## src/rtl/rv_iopmp_pkg.sv

```systemverilog
// Shared types for the IOPMP check engine: access kinds, error-capture record,
// error-type codes, FSM states and the access-to-ttype encoding.
package rv_iopmp_pkg;

   typedef enum logic [1:0] {
      ACCESS_NONE  = 2'd0,
      ACCESS_READ  = 2'd1,
      ACCESS_WRITE = 2'd2,
      ACCESS_EXEC  = 2'd3
   } access_t;

   localparam logic [2:0] ETYPE_NO_ERROR      = 3'd0;
   localparam logic [2:0] ETYPE_ILLEGAL_READ  = 3'd1;
   localparam logic [2:0] ETYPE_ILLEGAL_WRITE = 3'd2;
   localparam logic [2:0] ETYPE_ILLEGAL_EXEC  = 3'd3;
   localparam logic [2:0] ETYPE_PARTIAL_HIT   = 3'd4;
   localparam logic [2:0] ETYPE_NOT_HIT       = 3'd5;
   localparam logic [2:0] ETYPE_UNKNOWN_SID   = 3'd6;

   localparam int unsigned ERR_SID_W = 16;
   localparam int unsigned ERR_EID_W = 16;

   typedef struct packed {
      logic                 error_detected;
      logic [2:0]           etype;
      logic [1:0]           ttype;
      logic [ERR_SID_W-1:0] sid;
      logic [ERR_EID_W-1:0] eid;
      logic [31:0]          reqaddr;
      logic [31:0]          reqaddrh;
   } error_capture_t;

   typedef enum logic [1:0] {
      ST_IDLE  = 2'd0,
      ST_CHECK = 2'd1,
      ST_RESP  = 2'd2
   } check_state_e;

   // Anything that is neither a write nor a fetch is reported as a read.
   function automatic logic [1:0] ttype_enc(input access_t acc);
      case (acc)
         ACCESS_WRITE: return 2'd2;
         ACCESS_EXEC:  return 2'd3;
         default:      return 2'd1;
      endcase
   endfunction

endpackage

```

## src/rtl/rv_iopmp_rr_arbiter.sv

```systemverilog
// Round-robin arbiter: combinational one-hot grant to the first requester at or after
// the pointer; the registered pointer moves past the winner when i_advance is high.
module rv_iopmp_rr_arbiter #(
   parameter int unsigned  NUM_CHANNELS = 2,
   localparam int unsigned IDX_W        = (NUM_CHANNELS > 1) ? $clog2(NUM_CHANNELS) : 1
) (
   input  logic                    clk_i,
   input  logic                    rst_ni,
   input  logic [NUM_CHANNELS-1:0] i_req,
   input  logic                    i_advance,
   output logic [NUM_CHANNELS-1:0] o_gnt,
   output logic [IDX_W-1:0]        o_gnt_idx
);

   logic [IDX_W-1:0] r_ptr;
   logic [IDX_W-1:0] w_cand;
   logic             w_found;
   int unsigned      w_sum;

   always_comb begin
      o_gnt     = '0;
      o_gnt_idx = '0;
      w_found   = 1'b0;
      w_cand    = '0;
      w_sum     = 0;
      for (int unsigned i = 0; i < NUM_CHANNELS; i++) begin
         w_sum = 32'(r_ptr) + i;
         if (w_sum >= NUM_CHANNELS) w_sum = w_sum - NUM_CHANNELS;
         w_cand = IDX_W'(w_sum);
         if (!w_found && i_req[w_cand]) begin
            w_found       = 1'b1;
            o_gnt[w_cand] = 1'b1;
            o_gnt_idx     = w_cand;
         end
      end
   end

   always_ff @(posedge clk_i or negedge rst_ni) begin
      if (!rst_ni) begin
         r_ptr <= '0;
      end else if (i_advance) begin
         r_ptr <= (32'(o_gnt_idx) == NUM_CHANNELS - 1) ? '0 : o_gnt_idx + 1'b1;
      end
   end

endmodule

```

## src/rtl/rv_iopmp_check_engine.sv

```systemverilog
// Multi-channel IOPMP checker: round-robin accept, one entry chunk per cycle, response
// 2..NUM_ITER+1 cycles after accept; response held until the granted channel's rsp_ready_i.
module rv_iopmp_check_engine
   import rv_iopmp_pkg::*;
#(
   parameter int unsigned  ADDR_WIDTH             = 64,
   parameter int unsigned  DATA_WIDTH             = 64,
   parameter int unsigned  SID_WIDTH              = 8,
   parameter int unsigned  NUMBER_ENTRIES         = 20,
   parameter int unsigned  NUMBER_ENTRY_ANALYZERS = 8,
   parameter int unsigned  NUM_CHANNELS           = 2,
   parameter bit           DISABLED_ALLOW         = 1'b0,
   localparam int unsigned NB_W                   = $clog2(DATA_WIDTH / 8) + 1,
   localparam int unsigned OFF_W                  = (NUMBER_ENTRIES > 1) ? $clog2(NUMBER_ENTRIES) : 1
) (
   input  logic                              clk_i,
   input  logic                              rst_ni,
   input  logic                              iopmp_enabled_i,
   input  logic                              cfg_update_i,
   input  logic [NUM_CHANNELS-1:0]           req_valid_i,
   output logic [NUM_CHANNELS-1:0]           req_ready_o,
   input  logic [NUM_CHANNELS*ADDR_WIDTH-1:0] req_addr_i,
   input  logic [NUM_CHANNELS*NB_W-1:0]      req_nbytes_i,
   input  logic [NUM_CHANNELS*SID_WIDTH-1:0] req_sid_i,
   input  access_t [NUM_CHANNELS-1:0]        req_access_i,
   output logic                              chk_en_o,
   output logic [OFF_W-1:0]                  chk_offset_o,
   output logic [NUMBER_ENTRY_ANALYZERS-1:0] chk_lane_mask_o,
   output logic [ADDR_WIDTH-1:0]             chk_addr_o,
   output logic [NB_W-1:0]                   chk_nbytes_o,
   output logic [SID_WIDTH-1:0]              chk_sid_o,
   output access_t                           chk_access_o,
   input  logic                              chk_hit_i,
   input  logic                              chk_allow_i,
   input  logic [2:0]                        chk_etype_i,
   input  logic [15:0]                       chk_eidx_i,
   output logic [NUM_CHANNELS-1:0]           rsp_valid_o,
   input  logic [NUM_CHANNELS-1:0]           rsp_ready_i,
   output logic                              rsp_allow_o,
   output error_capture_t                    rsp_err_o
);

   localparam int unsigned NUM_ITER = (NUMBER_ENTRIES + NUMBER_ENTRY_ANALYZERS - 1) / NUMBER_ENTRY_ANALYZERS;
   localparam int unsigned ITER_W   = $clog2(NUM_ITER + 1);
   localparam int unsigned IDX_W    = (NUM_CHANNELS > 1) ? $clog2(NUM_CHANNELS) : 1;

   check_state_e          r_state, w_state_nxt;
   logic [ITER_W-1:0]     r_iter, w_iter_nxt;
   logic [IDX_W-1:0]      r_gnt_idx;
   logic [ADDR_WIDTH-1:0] r_addr;
   logic [NB_W-1:0]       r_nbytes;
   logic [SID_WIDTH-1:0]  r_sid;
   access_t               r_access;
   logic                  r_allow, w_allow_nxt;
   error_capture_t        r_err, w_err_nxt, w_err_fill;

   logic [NUM_CHANNELS-1:0] w_gnt;
   logic [IDX_W-1:0]        w_gnt_idx;
   logic                    w_accept;
   int unsigned             w_offset;

   rv_iopmp_rr_arbiter #(
      .NUM_CHANNELS (NUM_CHANNELS)
   ) u_arb (
      .clk_i     (clk_i),
      .rst_ni    (rst_ni),
      .i_req     (req_valid_i),
      .i_advance (w_accept),
      .o_gnt     (w_gnt),
      .o_gnt_idx (w_gnt_idx)
   );

   assign w_accept    = (r_state == ST_IDLE) && (|w_gnt);
   assign req_ready_o = (r_state == ST_IDLE) ? w_gnt : '0;
   assign rsp_valid_o = (r_state == ST_RESP) ? (NUM_CHANNELS'(1) << r_gnt_idx) : '0;
   assign rsp_allow_o = r_allow;
   assign rsp_err_o   = r_err;

   assign chk_en_o     = (r_state == ST_CHECK);
   assign w_offset     = 32'(r_iter) * NUMBER_ENTRY_ANALYZERS;
   assign chk_offset_o = OFF_W'(w_offset);
   assign chk_addr_o   = r_addr;
   assign chk_nbytes_o = r_nbytes;
   assign chk_sid_o    = r_sid;
   assign chk_access_o = r_access;

   // The last chunk may run past the table; those lanes are masked off.
   always_comb begin
      chk_lane_mask_o = '0;
      for (int unsigned i = 0; i < NUMBER_ENTRY_ANALYZERS; i++) begin
         chk_lane_mask_o[i] = (w_offset + i) < NUMBER_ENTRIES;
      end
   end

   always_comb begin
      w_err_fill                = '0;
      w_err_fill.error_detected = 1'b1;
      w_err_fill.ttype          = ttype_enc(r_access);
      w_err_fill.sid            = ERR_SID_W'(r_sid);
      w_err_fill.reqaddr        = r_addr[31:0];
      w_err_fill.reqaddrh       = r_addr[63:32];
   end

   always_comb begin
      w_state_nxt = r_state;
      w_iter_nxt  = r_iter;
      w_allow_nxt = r_allow;
      w_err_nxt   = r_err;
      case (r_state)
         ST_IDLE: begin
            if (w_accept) begin
               w_iter_nxt  = '0;
               w_state_nxt = ST_CHECK;
            end
         end
         ST_CHECK: begin
            if (cfg_update_i) begin
               w_iter_nxt = '0;
            end else if (!iopmp_enabled_i) begin
               w_allow_nxt = DISABLED_ALLOW;
               w_err_nxt   = '0;
               w_state_nxt = ST_RESP;
            end else if (chk_hit_i) begin
               w_allow_nxt     = chk_allow_i;
               w_err_nxt       = w_err_fill;
               w_err_nxt.etype = chk_etype_i;
               w_err_nxt.eid   = chk_eidx_i;
               if (chk_allow_i) w_err_nxt = '0;
               w_state_nxt = ST_RESP;
            end else if (r_iter == ITER_W'(NUM_ITER - 1)) begin
               w_allow_nxt     = 1'b0;
               w_err_nxt       = w_err_fill;
               w_err_nxt.etype = ETYPE_NOT_HIT;
               w_err_nxt.eid   = '0;
               w_state_nxt     = ST_RESP;
            end else begin
               w_iter_nxt = r_iter + 1'b1;
            end
         end
         ST_RESP: begin
            if (rsp_ready_i[r_gnt_idx]) w_state_nxt = ST_IDLE;
         end
         default: w_state_nxt = ST_IDLE;
      endcase
   end

   always_ff @(posedge clk_i or negedge rst_ni) begin
      if (!rst_ni) begin
         r_state   <= ST_IDLE;
         r_iter    <= '0;
         r_gnt_idx <= '0;
         r_addr    <= '0;
         r_nbytes  <= '0;
         r_sid     <= '0;
         r_access  <= ACCESS_NONE;
         r_allow   <= 1'b0;
         r_err     <= '0;
      end else begin
         r_state <= w_state_nxt;
         r_iter  <= w_iter_nxt;
         r_allow <= w_allow_nxt;
         r_err   <= w_err_nxt;
         if (w_accept) begin
            r_gnt_idx <= w_gnt_idx;
            r_addr    <= req_addr_i[32'(w_gnt_idx)*ADDR_WIDTH +: ADDR_WIDTH];
            r_nbytes  <= req_nbytes_i[32'(w_gnt_idx)*NB_W +: NB_W];
            r_sid     <= req_sid_i[32'(w_gnt_idx)*SID_WIDTH +: SID_WIDTH];
            r_access  <= req_access_i[w_gnt_idx];
         end
      end
   end

endmodule

```

## config.mk

```make
export PLATFORM = sky130hd
export DESIGN_NAME = rv_iopmp_check_engine
export DESIGN_NICKNAME = d
export VERILOG_FILES = /design/src/rtl/rv_iopmp_pkg.sv /design/src/rtl/rv_iopmp_rr_arbiter.sv /design/src/rtl/rv_iopmp_check_engine.sv
export SDC_FILE = /design/constraint.sdc
export NUM_CORES = 1
export LEC_CHECK = 0
export ABC_AREA = 1
export CAP_MARGIN = 10
export CORE_AREA = 2 2 147 149
export CTS_CLUSTER_DIAMETER = 100
export DETAILED_ROUTE_END_ITERATION = 10
export DIE_AREA = 0 0 149 151
export PLACE_DENSITY = 0.77
export RECOVER_POWER = 25
export SLEW_MARGIN = 25
export SYNTH_ARGS = -nofsm -noshare
export SYNTH_HDL_FRONTEND = slang
export SYNTH_SLANG_ARGS = --single-unit
```

## constraint.sdc

```tcl
create_clock -name clk_i -period 2.24 [get_ports clk_i]
set_input_delay 0.672 -clock clk_i [delete_from_list [all_inputs] [get_ports clk_i]]
set_output_delay 0.672 -clock clk_i [all_outputs]
set_load 0.02 [all_outputs]
```

==> impl_metrics.prom <==
# TYPE chip_impl_metric gauge
chip_impl_metric{name="grt_first_pass_wirelength",unit="mm"} 43.0
chip_impl_info{name="mostFrequentLayoutCell",value="sky130_fd_sc_hd__nand2_1"} 1
chip_impl_metric{name="insertedDiodeCount",unit=""} 0
chip_impl_metric{name="avgViaCountPerCell",unit=""} 5.05
chip_impl_info{name="path_class",value="reg2out"} 1
chip_impl_info{name="timing.critical_path.from_type",value="flop"} 1
chip_impl_metric{name="power.share.combinational",unit=""} 0.510
chip_impl_metric{name="timing.max_cap.violations",unit=""} 0
chip_impl_metric{name="fraction_of_final_layout_cells_with_drive_strength_greater_than_1",unit=""} 0.0673
chip_impl_metric{name="routabilityCongestion",unit=""} 0.809
chip_impl_metric{name="final_antenna_net_count",unit=""} 0
chip_impl_info{name="critical_path.reg2reg.endpoint",value="chk_addr_o[57]"} 1
chip_impl_metric{name="finish.utilization",unit=""} 0.616
chip_impl_metric{name="area.sequential",unit="mm^2"} 0.00448
chip_impl_metric{name="layout_min_cycle_time",unit="ps"} 2180
chip_impl_info{name="min-delay-path-class",value="in2async"} 1
chip_impl_metric{name="cts.path.max_buffers",unit=""} 2
chip_impl_metric{name="ff2ff_path_depth",unit=""} 7
chip_impl_metric{name="hold_violations",unit=""} 0
chip_impl_metric{name="number_of_antenna_violations_at_the_first_check_in_global_routing",unit=""} 1
chip_impl_metric{name="crit_fanout",unit=""} 4
chip_impl_metric{name="die-area",unit="mm^2"} 0.0225
chip_impl_metric{name="dr.pass1.iters",unit=""} 5
chip_impl_metric{name="area.growth.synth_to_final",unit="%"} 56.2
chip_impl_metric{name="worst-endpoint-required",unit="ps"} 1570
chip_impl_metric{name="pin_count",unit=""} 384
chip_impl_metric{name="cell_area_after_layout",unit="mm^2"} 0.0128
chip_impl_info{name="type_of_destination_of_the_critical_path",value="output pin"} 1
chip_impl_metric{name="routed_wire_length_per_instance",unit="um"} 17.1
chip_impl_metric{name="timing_worst_slew_pin_value",unit="ps"} 1130
chip_impl_metric{name="post_synth_inst_count",unit=""} 995
chip_impl_metric{name="clkSinkCount",unit=""} 179
chip_impl_metric{name="internal_power",unit="uW"} 10200
chip_impl_metric{name="dpl-instance-area",unit="mm^2"} 0.0123
chip_impl_metric{name="fin_hold_ws",unit="ps"} 454
chip_impl_info{name="most-common-layout-cells",value="440 x sky130_fd_sc_hd__nand2_1, 354 x sky130_fd_sc_hd__clkdlybuf4s50_1, 178 x sky130_fd_sc_hd__dfrtp_1"} 1
chip_impl_metric{name="synth.ff_latch_count",unit=""} 179
chip_impl_metric{name="ff2ff_setup_slack",unit="ps"} 480
chip_impl_metric{name="worstSkewPairLatency",unit="ps"} 430
chip_impl_metric{name="slew_headroom",unit=""} 0.244
chip_impl_metric{name="power.leakage",unit="uW"} 0.00609
chip_impl_metric{name="drv_slew",unit=""} 0
chip_impl_info{name="outcome",value="complete, no violations"} 1
chip_impl_info{name="r2r-start",value="r_state[1]"} 1
chip_impl_metric{name="vias_in_the_first_global_route",unit=""} 7984
chip_impl_metric{name="swShare",unit=""} 0.424
chip_impl_metric{name="finalSetupViolCount",unit=""} 0
chip_impl_metric{name="final_nets",unit=""} 1527
chip_impl_metric{name="std_cell_rows",unit=""} 53
chip_impl_metric{name="clk_transition_reported_paths",unit="ps"} 70
chip_impl_metric{name="grt_remaining_overflow",unit=""} 0
chip_impl_metric{name="clkPwrFrac",unit=""} 0.166
chip_impl_metric{name="grt_util_all_layers",unit=""} 0.244
chip_impl_metric{name="power_per_cell_area",unit="mW/mm^2"} 1390
chip_impl_info{name="rsz0062_at_grt",value="false"} 1
chip_impl_metric{name="cell_area_after_synthesis",unit="mm^2"} 0.00821
chip_impl_metric{name="numPortBuffers",unit=""} 372
chip_impl_metric{name="chipHeight",unit="um"} 151
chip_impl_info{name="tritoncts_clock_tree",value="yes"} 1
chip_impl_metric{name="die_outline_width",unit="um"} 149
chip_impl_metric{name="critPathArrivalTime",unit="ps"} 1510
chip_impl_metric{name="seq_power_share",unit=""} 0.324
chip_impl_metric{name="syn_area_per_cell",unit="um^2"} 8.25
chip_impl_metric{name="initial_utilization",unit=""} 0.394
chip_impl_metric{name="fmaxAchievable",unit="GHz"} 0.459
chip_impl_metric{name="skew",unit="ps"} 12.5
chip_impl_metric{name="synthesis.yosys.warnings",unit=""} 0
chip_impl_metric{name="synthDistinctLibCells",unit=""} 24
chip_impl_metric{name="dp_hpwl",unit="mm"} 19.8
chip_impl_metric{name="ir_worst_vdd",unit="V"} 0.000647
chip_impl_metric{name="remaining_drc_errors",unit=""} 0
chip_impl_metric{name="cts_h_tree_depth",unit=""} 4
chip_impl_metric{name="final.fill_count",unit=""} 1825
chip_impl_metric{name="multiInputGateArea",unit="mm^2"} 0.00320
chip_impl_metric{name="placement.setup.worst_slack",unit="ps"} -721
chip_impl_metric{name="cts_buffers",unit=""} 17
chip_impl_metric{name="detailroute.via_count",unit=""} 8218
chip_impl_metric{name="maximum_number_of_pins_on_one_net_before_global_route_repair",unit=""} 47
chip_impl_metric{name="yosysSeqAreaShare",unit=""} 0.546
chip_impl_metric{name="final_critical_path_setup_slack",unit="ps"} 60.3
chip_impl_metric{name="switching_power",unit="uW"} 7540
chip_impl_metric{name="detail_route.iter0.violations",unit=""} 489
chip_impl_metric{name="placeableCoreArea",unit="mm^2"} 0.0208
chip_impl_info{name="source_of_the_critical_timing_path",value="r_iter[1]"} 1
chip_impl_info{name="clockRootBuffer",value="sky130_fd_sc_hd__clkbuf_16"} 1
chip_impl_metric{name="wirelength",unit="mm"} 27.9
chip_impl_metric{name="timing.final.crit_share",unit=""} 0.973
==> routing by layer <==
layer  share of wire  global-route usage  up-vias
li1                -                   -     3938
met1            0.40               0.299     3895
met2            0.50               0.418      339
met3           0.078              0.0708       44
met4           0.023              0.0786        2
met5         0.00039                   0        -
==> cells in the mapped netlist <==
library cell	count	area [um^2]
sky130_fd_sc_hd__a21boi_2	1	11.3
sky130_fd_sc_hd__a21oi_1	1	5.00
sky130_fd_sc_hd__buf_1	3	11.3
sky130_fd_sc_hd__buf_2	33	165
sky130_fd_sc_hd__buf_4	24	180
sky130_fd_sc_hd__buf_6	7	78.8
sky130_fd_sc_hd__clkbuf_1	27	101
sky130_fd_sc_hd__clkinv_1	1	3.75
sky130_fd_sc_hd__conb_1	1	3.75
sky130_fd_sc_hd__dfrtp_1	179	4480
sky130_fd_sc_hd__ha_1	2	25.0
sky130_fd_sc_hd__inv_1	13	48.8
sky130_fd_sc_hd__inv_2	3	11.3
sky130_fd_sc_hd__nand2_1	440	1650
sky130_fd_sc_hd__nand2_2	4	25.0
sky130_fd_sc_hd__nand3_1	128	641
sky130_fd_sc_hd__nand3b_1	1	7.51
sky130_fd_sc_hd__nand4_1	91	569
sky130_fd_sc_hd__nor2_1	8	30.0
sky130_fd_sc_hd__nor2_2	2	12.5
sky130_fd_sc_hd__o21ai_0	22	110
sky130_fd_sc_hd__o21ai_4	1	16.3
sky130_fd_sc_hd__o22ai_1	1	6.26
sky130_fd_sc_hd__or2_2	2	12.5
==> worst max path at each step <==
stage	end	slack, ps	cells after the start
2_1_floorplan	req_ready_o[0]	240	5
3_3_place_gp	req_ready_o[0]	-710	5
3_5_place_dp	req_ready_o[0]	-720	5
4_1_cts	rsp_valid_o[0]	20	5
5_1_grt	rsp_valid_o[0]	3	4
6_report	chk_offset_o[4]	60	2
==> power groups by stage <==
stage	clock, uW	sequential [uW]	combinational (uW)
after CTS	3010	5760	9100
after floorplan	0	7370	2820
final	2950	5770	9070
after global placement	0	5750	8990
after global routing	3150	5940	9730
after detailed placement	0	5790	9110
==> flip-flops by register name, indices dropped and copies added, names as in the netlist <==
name and flops:
rsp_err_o 94, chk_addr_o 64, u_arb.r_ptr 1, r_iter 2
chk_access_o 2, chk_nbytes_o 4, chk_sid_o 8, r_gnt_idx 1
rsp_allow_o 1, r_state 2
==> metrics by stage <==
stage | std cells | total power [uW] | setup TNS, ps
floorplan | 1005 | 10200 | 0
global placement | 1594 | 14700 | -7510
detailed placement | 1594 | 14900 | -10810
CTS | 1626 | 17900 | 0
global route | 1628 | 18800 | 0
finish | 1628 | 17800 | 0
==> worst max-delay path: stages (launching register included) <==
cell and delay [ps]:
sky130_fd_sc_hd__dfrtp_1 350, sky130_fd_sc_hd__buf_4 130, sky130_fd_sc_hd__clkdlybuf4s50_1 600
==> layout make-up <==
cell class / count / share of cell area
Tap cell: 275 / 0.0268
Sequential cell: 179 / 0.350
Inverter: 17 / 0.00498
Timing Repair Buffer: 410 / 0.324
Multi-Input combinational cell: 715 / 0.249
Clock inverter: 12 / 0.00869
Clock buffer: 20 / 0.0364
==> logic make-up (layout without fill, tap and decap cells) <==
kind of cell	count (synthesis)	after routing	synth area share
simple gates	676	676	0.359
flops	179	179	0.546
buf+inv	111	459	0.0732
compound gates	26	26	0.0181
fa+ha+maj	2	2	0.00305
other cells	1	11	0.000457
==> what timing repair did <==
| action | CTS | global route |
|---|---|---|
| cloned | 0 | 0 |
| hold endpoints to repair | 0 | 0 |
| buffers inserted | 0 | 2 |
| hold buffers | 0 | 0 |
| pin swaps | 1 | 2 |
| endpoints found under the setup margin | 15 | 4 |
| gates resized for setup | 29 | 8 |
Note: power is estimated with default switching activity, not from simulation.
